`config.mk`:
```
export PLATFORM = sky130hd
export DESIGN_NAME = fifo_write_arbiter
export DESIGN_NICKNAME = d
export VERILOG_FILES = /design/src/rtl/fifo_write_arbiter_pkg.sv /design/src/rtl/fifo_write_arbiter_rr_pick.sv /design/src/rtl/fifo_write_arbiter.sv
export SDC_FILE = /design/constraint.sdc
export NUM_CORES = 1
export LEC_CHECK = 0
export ABC_AREA = 1
export CORE_MARGIN = 5
export CORE_UTILIZATION = 33
export DETAILED_ROUTE_END_ITERATION = 10
export PLACE_DENSITY_LB_ADDON = 0.05
export SYNTH_ARGS = -nofsm -noshare
export SYNTH_HDL_FRONTEND = slang
export SYNTH_SLANG_ARGS = --single-unit
```
`constraint.sdc`:
```
create_clock -name Clock -period 3 [get_ports Clock]
set_input_delay 0.9 -clock Clock [delete_from_list [all_inputs] [get_ports Clock]]
set_output_delay 0.9 -clock Clock [all_outputs]
set_load 0.005 [all_outputs]
```
`src/rtl/fifo_write_arbiter_pkg.sv`:
```
// Shared types and helpers for the UART TX FIFO write arbiter and its round-robin picker.
package fifo_arb_pkg;

    typedef enum logic {IDLE = 1'b0, GRANT = 1'b1} arb_state_t;

    // Index width for n items, never below 1 bit so single-entry selects stay legal.
    function automatic int idx_w(input int n);
        return (n > 1) ? $clog2(n) : 1;
    endfunction

endpackage

```
`src/rtl/fifo_write_arbiter_rr_pick.sv`:
```
// Combinational round-robin selector: first set request at or after last_owner+1, wrapping.
module rr_pick
    import fifo_arb_pkg::*;
#(
    parameter int N = 4
) (
    input  logic [N-1:0]        req,
    input  logic [idx_w(N)-1:0] last_owner,
    output logic                found,
    output logic [idx_w(N)-1:0] index
);

    localparam int IDX_W = idx_w(N);

    int best_dist;

    always_comb begin
        // NOTE: every variable written here gets a default first, so no path infers a latch.
        found     = 1'b0;
        index     = '0;
        best_dist = N;
        // Distance 0 is the requester right after the last grantee; the smallest distance wins.
        for (int k = 0; k < N; k++) begin
            if (req[k] && (((k + 2 * N - 1 - int'(last_owner)) % N) < best_dist)) begin
                best_dist = (k + 2 * N - 1 - int'(last_owner)) % N;
                found     = 1'b1;
                index     = IDX_W'(k);
            end
        end
    end

endmodule

```
`src/rtl/fifo_write_arbiter.sv`:
```
// Round-robin arbiter sharing the UART TX FIFO write port; each grant covers one packet or BURST_MAX words.
module fifo_write_arbiter
    import fifo_arb_pkg::*;
#(
    parameter int NUM_REQ   = 4,
    parameter int WIDTH     = 8,
    parameter int BURST_MAX = 4
) (
    input  logic                      Clock,
    input  logic                      Reset,
    input  logic [NUM_REQ-1:0]        Req,
    input  logic [NUM_REQ*WIDTH-1:0]  ReqData,
    input  logic [NUM_REQ-1:0]        ReqLast,
    output logic [NUM_REQ-1:0]        Ack,
    output logic                      FifoWrite,
    output logic [WIDTH-1:0]          FifoWriteData,
    input  logic                      FifoFull,
    output logic [idx_w(NUM_REQ)-1:0] Owner,
    output logic                      Busy
);

    localparam int IDX_W = idx_w(NUM_REQ);
    localparam int CNT_W = $clog2(BURST_MAX + 1);

    arb_state_t       state_q, state_d;
    logic [IDX_W-1:0] owner_q, owner_d;
    logic [IDX_W-1:0] last_owner_q, last_owner_d;
    logic [CNT_W-1:0] burst_cnt_q, burst_cnt_d;

    logic             pick_found;
    logic [IDX_W-1:0] pick_index;
    logic             owner_req;
    logic             owner_last;
    logic             burst_done;
    logic             release_grant;

    rr_pick #(.N(NUM_REQ)) u_pick (
        .req        (Req),
        .last_owner (last_owner_q),
        .found      (pick_found),
        .index      (pick_index)
    );

    assign owner_req  = Req[owner_q];
    assign owner_last = ReqLast[owner_q];
    assign burst_done = (int'(burst_cnt_q) + 1) == BURST_MAX;

    assign Busy          = (state_q == GRANT);
    // Reset gates the write so the word presented in a reset cycle never reaches the FIFO.
    assign FifoWrite     = Busy && !Reset && owner_req && !FifoFull;
    assign FifoWriteData = ReqData[owner_q*WIDTH +: WIDTH];
    assign Ack           = FifoWrite ? (NUM_REQ'(1) << owner_q) : '0;
    assign Owner         = owner_q;

    always_comb begin
        state_d       = state_q;
        owner_d       = owner_q;
        last_owner_d  = last_owner_q;
        burst_cnt_d   = burst_cnt_q;
        release_grant = 1'b0;
        case (state_q)
            IDLE: begin
                if (pick_found) begin
                    owner_d     = pick_index;
                    burst_cnt_d = '0;
                    state_d     = GRANT;
                end
            end
            GRANT: begin
                // A withdrawal releases even while the FIFO is stalling the grant.
                if (!owner_req) begin
                    release_grant = 1'b1;
                end else if (FifoWrite) begin
                    burst_cnt_d   = burst_cnt_q + CNT_W'(1);
                    release_grant = owner_last || burst_done;
                end
                if (release_grant) begin
                    state_d      = IDLE;
                    last_owner_d = owner_q;
                end
            end
            default: state_d = IDLE;
        endcase
    end

    always_ff @(posedge Clock) begin
        // NOTE: sequential state uses non-blocking assignments so all flops sample pre-edge values.
        if (Reset) begin
            state_q      <= IDLE;
            owner_q      <= '0;
            last_owner_q <= IDX_W'(NUM_REQ - 1);
            burst_cnt_q  <= '0;
        end else begin
            state_q      <= state_d;
            owner_q      <= owner_d;
            last_owner_q <= last_owner_d;
            burst_cnt_q  <= burst_cnt_d;
        end
    end

endmodule
```
==> reports/metrics.cfg <==
[drt]
drt-vias-per-instance=5.02
drc=0
avgRoutedWirePerCell_um=13.9
first_pass_iters=4
finalWirelength_um=3590
topRoutingLayerUsed=met4
drt_iter0_drc=55
vias=1299
ant_nets=0
wl_met3_um=185
detailroute.wirelength.met2_um=1870
m1WireLength_um=1510

[clocking]
clock-root-buffer=clkbuf_4
cts.path.max_buffers=2
clk-insertion-delay-late_ns=0.25
cts.sinks=8
htreeDepth=1
clk_pin_slew_ns=0.05
cts_tree=built
cts_inserted_buffers=3
postCtsHoldBufs=0

[sta]
fin_crit_sh_pct=97.8
setup_ws_ns=0.0645
relSlewSlack_pct=79.1
setup_viol=0
worst_slew_pin_slew_ns=0.313
slew_violations=0
skew_ns=0.00487
timing_hold_violations_final=0
fin_hold_ws_ns=0.500
fmax_ghz=0.341
min_period_ns=2.94

[logic_synthesis]
yosysUniqueCellTypes=26
synth_seq_area_share_pct=17.5
async_reset_ff_share_pct=0
synthCells=141
synth_edf_count=0
synthTopCellsByArea=nand3_1, dfxtp_1, nand2_1
ys_seq_elements=8
synth.avg_cell_area_um2=6.50
synth.largest_area_cell=nand3_1
synth.top_cell.area_share_pct=20.2
ys_warn_count=0
synth-main-ff-cell=dfxtp_1
syn_nets=189
synth.cell_area_um2=917

[worst_hold_path]
whs_endpoint=burst_cnt_q[1]
min_from=burst_cnt_q[1]
worstHoldPathCells=2
hold_path_class=flip-flop to flip-flop

[critical_path]
ff2ff_setup_slack_ns=0.24
r2r_cells=18
path_cells=clkdlybuf4s50_1 > a22oi_1 > nand3_1 > clkdlybuf4s50_1
worstSetupEndpointType=primary output
cpMaxStageDelayCell=clkdlybuf4s50_1
r2r_end=Owner[0]
max_stage_delay_ns=0.46
r2r-start=last_owner_q[1]
crit_path_frequent_cell=clkdlybuf4s50_1
worst-path-max-fanout=1
timing_worst_setup_path_type=input pin to primary output
crit_required_ns=2.10
crit_arrival_ns=2.04
crit_start=ReqData[1]
start_kind=input pin

[floorplan]
io_pins=59
rows=19
die_area_mm2=0.00393
die_w_um=62.7
start_util_pct=33.8
core-area_mm2=0.00271
die_y_um=62.7

[finish]
drive_gt1_share_pct=29.8
antenna_cells=0
fillCellCount=246
layout_common_cells=clkdlybuf4s50_1, nand3_1, buf_4
regArea_um2=163
multiInputGateArea_um2=738
final_common_cell=clkdlybuf4s50_1
postLayoutCoreUtil_pct=68.4
nets=278
synthToLayoutAreaGrowth_pct=102

[placement]
portBuffers=58
gp_congestion=0.730
detailed_place_hpwl_um=2660
dp_slack_ns=-0.650

[grt]
antenna_found_initial=0
grt-ovfl-total=0
grt_max_degree=14
grt_pass1_wl_um=5920
grt_pass1_vias=1275
grt.total_usage_pct=17.9

[run_status]
outcome=completed

[pwr]
power_density_mw_per_mm2=453
p_leak_nw=0.875
vdd.ir_drop.worst_mv=0.424

[run]
max_cap_violations=0

## metrics by stage
| stage | setup TNS [ns] | cells | cell area (um2) | total power, W |
|---|---|---|---|---|
| 2_1_floorplan | 0 | 141 | 917 | 0.000402 |
| 6_report | 0 | 259 | 1850 | 0.000840 |
| 3_3_place_gp | -3.43 | 242 | 1650 | 0.000617 |
| 4_1_cts | 0 | 260 | 1810 | 0.000821 |
| 3_5_place_dp | -3.73 | 242 | 1650 | 0.000629 |
| 5_1_grt | -0.101 | 259 | 1850 | 0.000914 |
## per-layer routing
metal	up-vias	GRT usage (%)
li1	662	-
met1	594	20.0
met2	39	32.6
met3	4	4.32
met4	0	6.10
met5	-	0
## repair_timing
item                                    4_1_cts  5_1_grt
pin swaps                                     2        3
endpoints found under the setup margin        7       10
resized for setup                            29       14
setup buffers                                15        2
## cell type report
cell class / instances / area share (%)
clock buffer: 3 / 1.22
timing repair buffer: 90 / 44.4
inverter: 16 / 3.65
sequential: 8 / 8.78
tap: 31 / 2.09
multi-input combinational: 111 / 39.8
## logic make-up (layout without fill, tap and decap cells)
group	after synthesis	after routing	share of synthesized area [%]
AND/OR/NAND/NOR	84	84	48.4
flip-flops	8	8	17.5
XOR/XNOR	2	2	1.91
AO/OA/AOI/OAI	20	20	13.9
buffers and inverters	22	109	11.5
adder cells (fa/ha/maj)	5	5	6.82
## worst max-delay path by stage
| stage | slack [ns] | end |
|---|---|---|
| 2_1_floorplan | 0.04 | Owner[0] |
| 3_3_place_gp | -0.50 | Ack[1] |
| 3_5_place_dp | -0.65 | Owner[0] |
| 4_1_cts | 0.002 | last_owner_q[1] |
| 5_1_grt | -0.06 | Owner[0] |
| 6_report | 0.06 | FifoWriteData[1] |
## where the power goes
group	total [W]	internal [W]	switching, W
Combinational	0.000603	0.000336	0.000267
Sequential	0.000154	0.000121	0.0000330
Clock	0.0000830	0.0000458	0.0000372
Total	0.000840	0.000503	0.000337
## critical path, delay by kind of cell
family	cells	cell delay [ns]
AO/OA/AOI/OAI	1	0.18
buffers and inverters	2	0.86
AND/OR/NAND/NOR	1	0.09
## flip-flops by register name, summed over array words and instances (netlist names)
register and flops:
Busy 1, Owner 2, burst_cnt_q 3, last_owner_q 2
## synth_stat cells, drive strengths merged (3+ instances only)
cell type   n
o21ai       6
a22oi       8
a21oi       6
nor2        7
clkbuf      4
nor3        4
nand3      38
nand4       3
ha          5
nand2      31
inv        15
dfxtp       8
(Power assumes the default switching activity.)
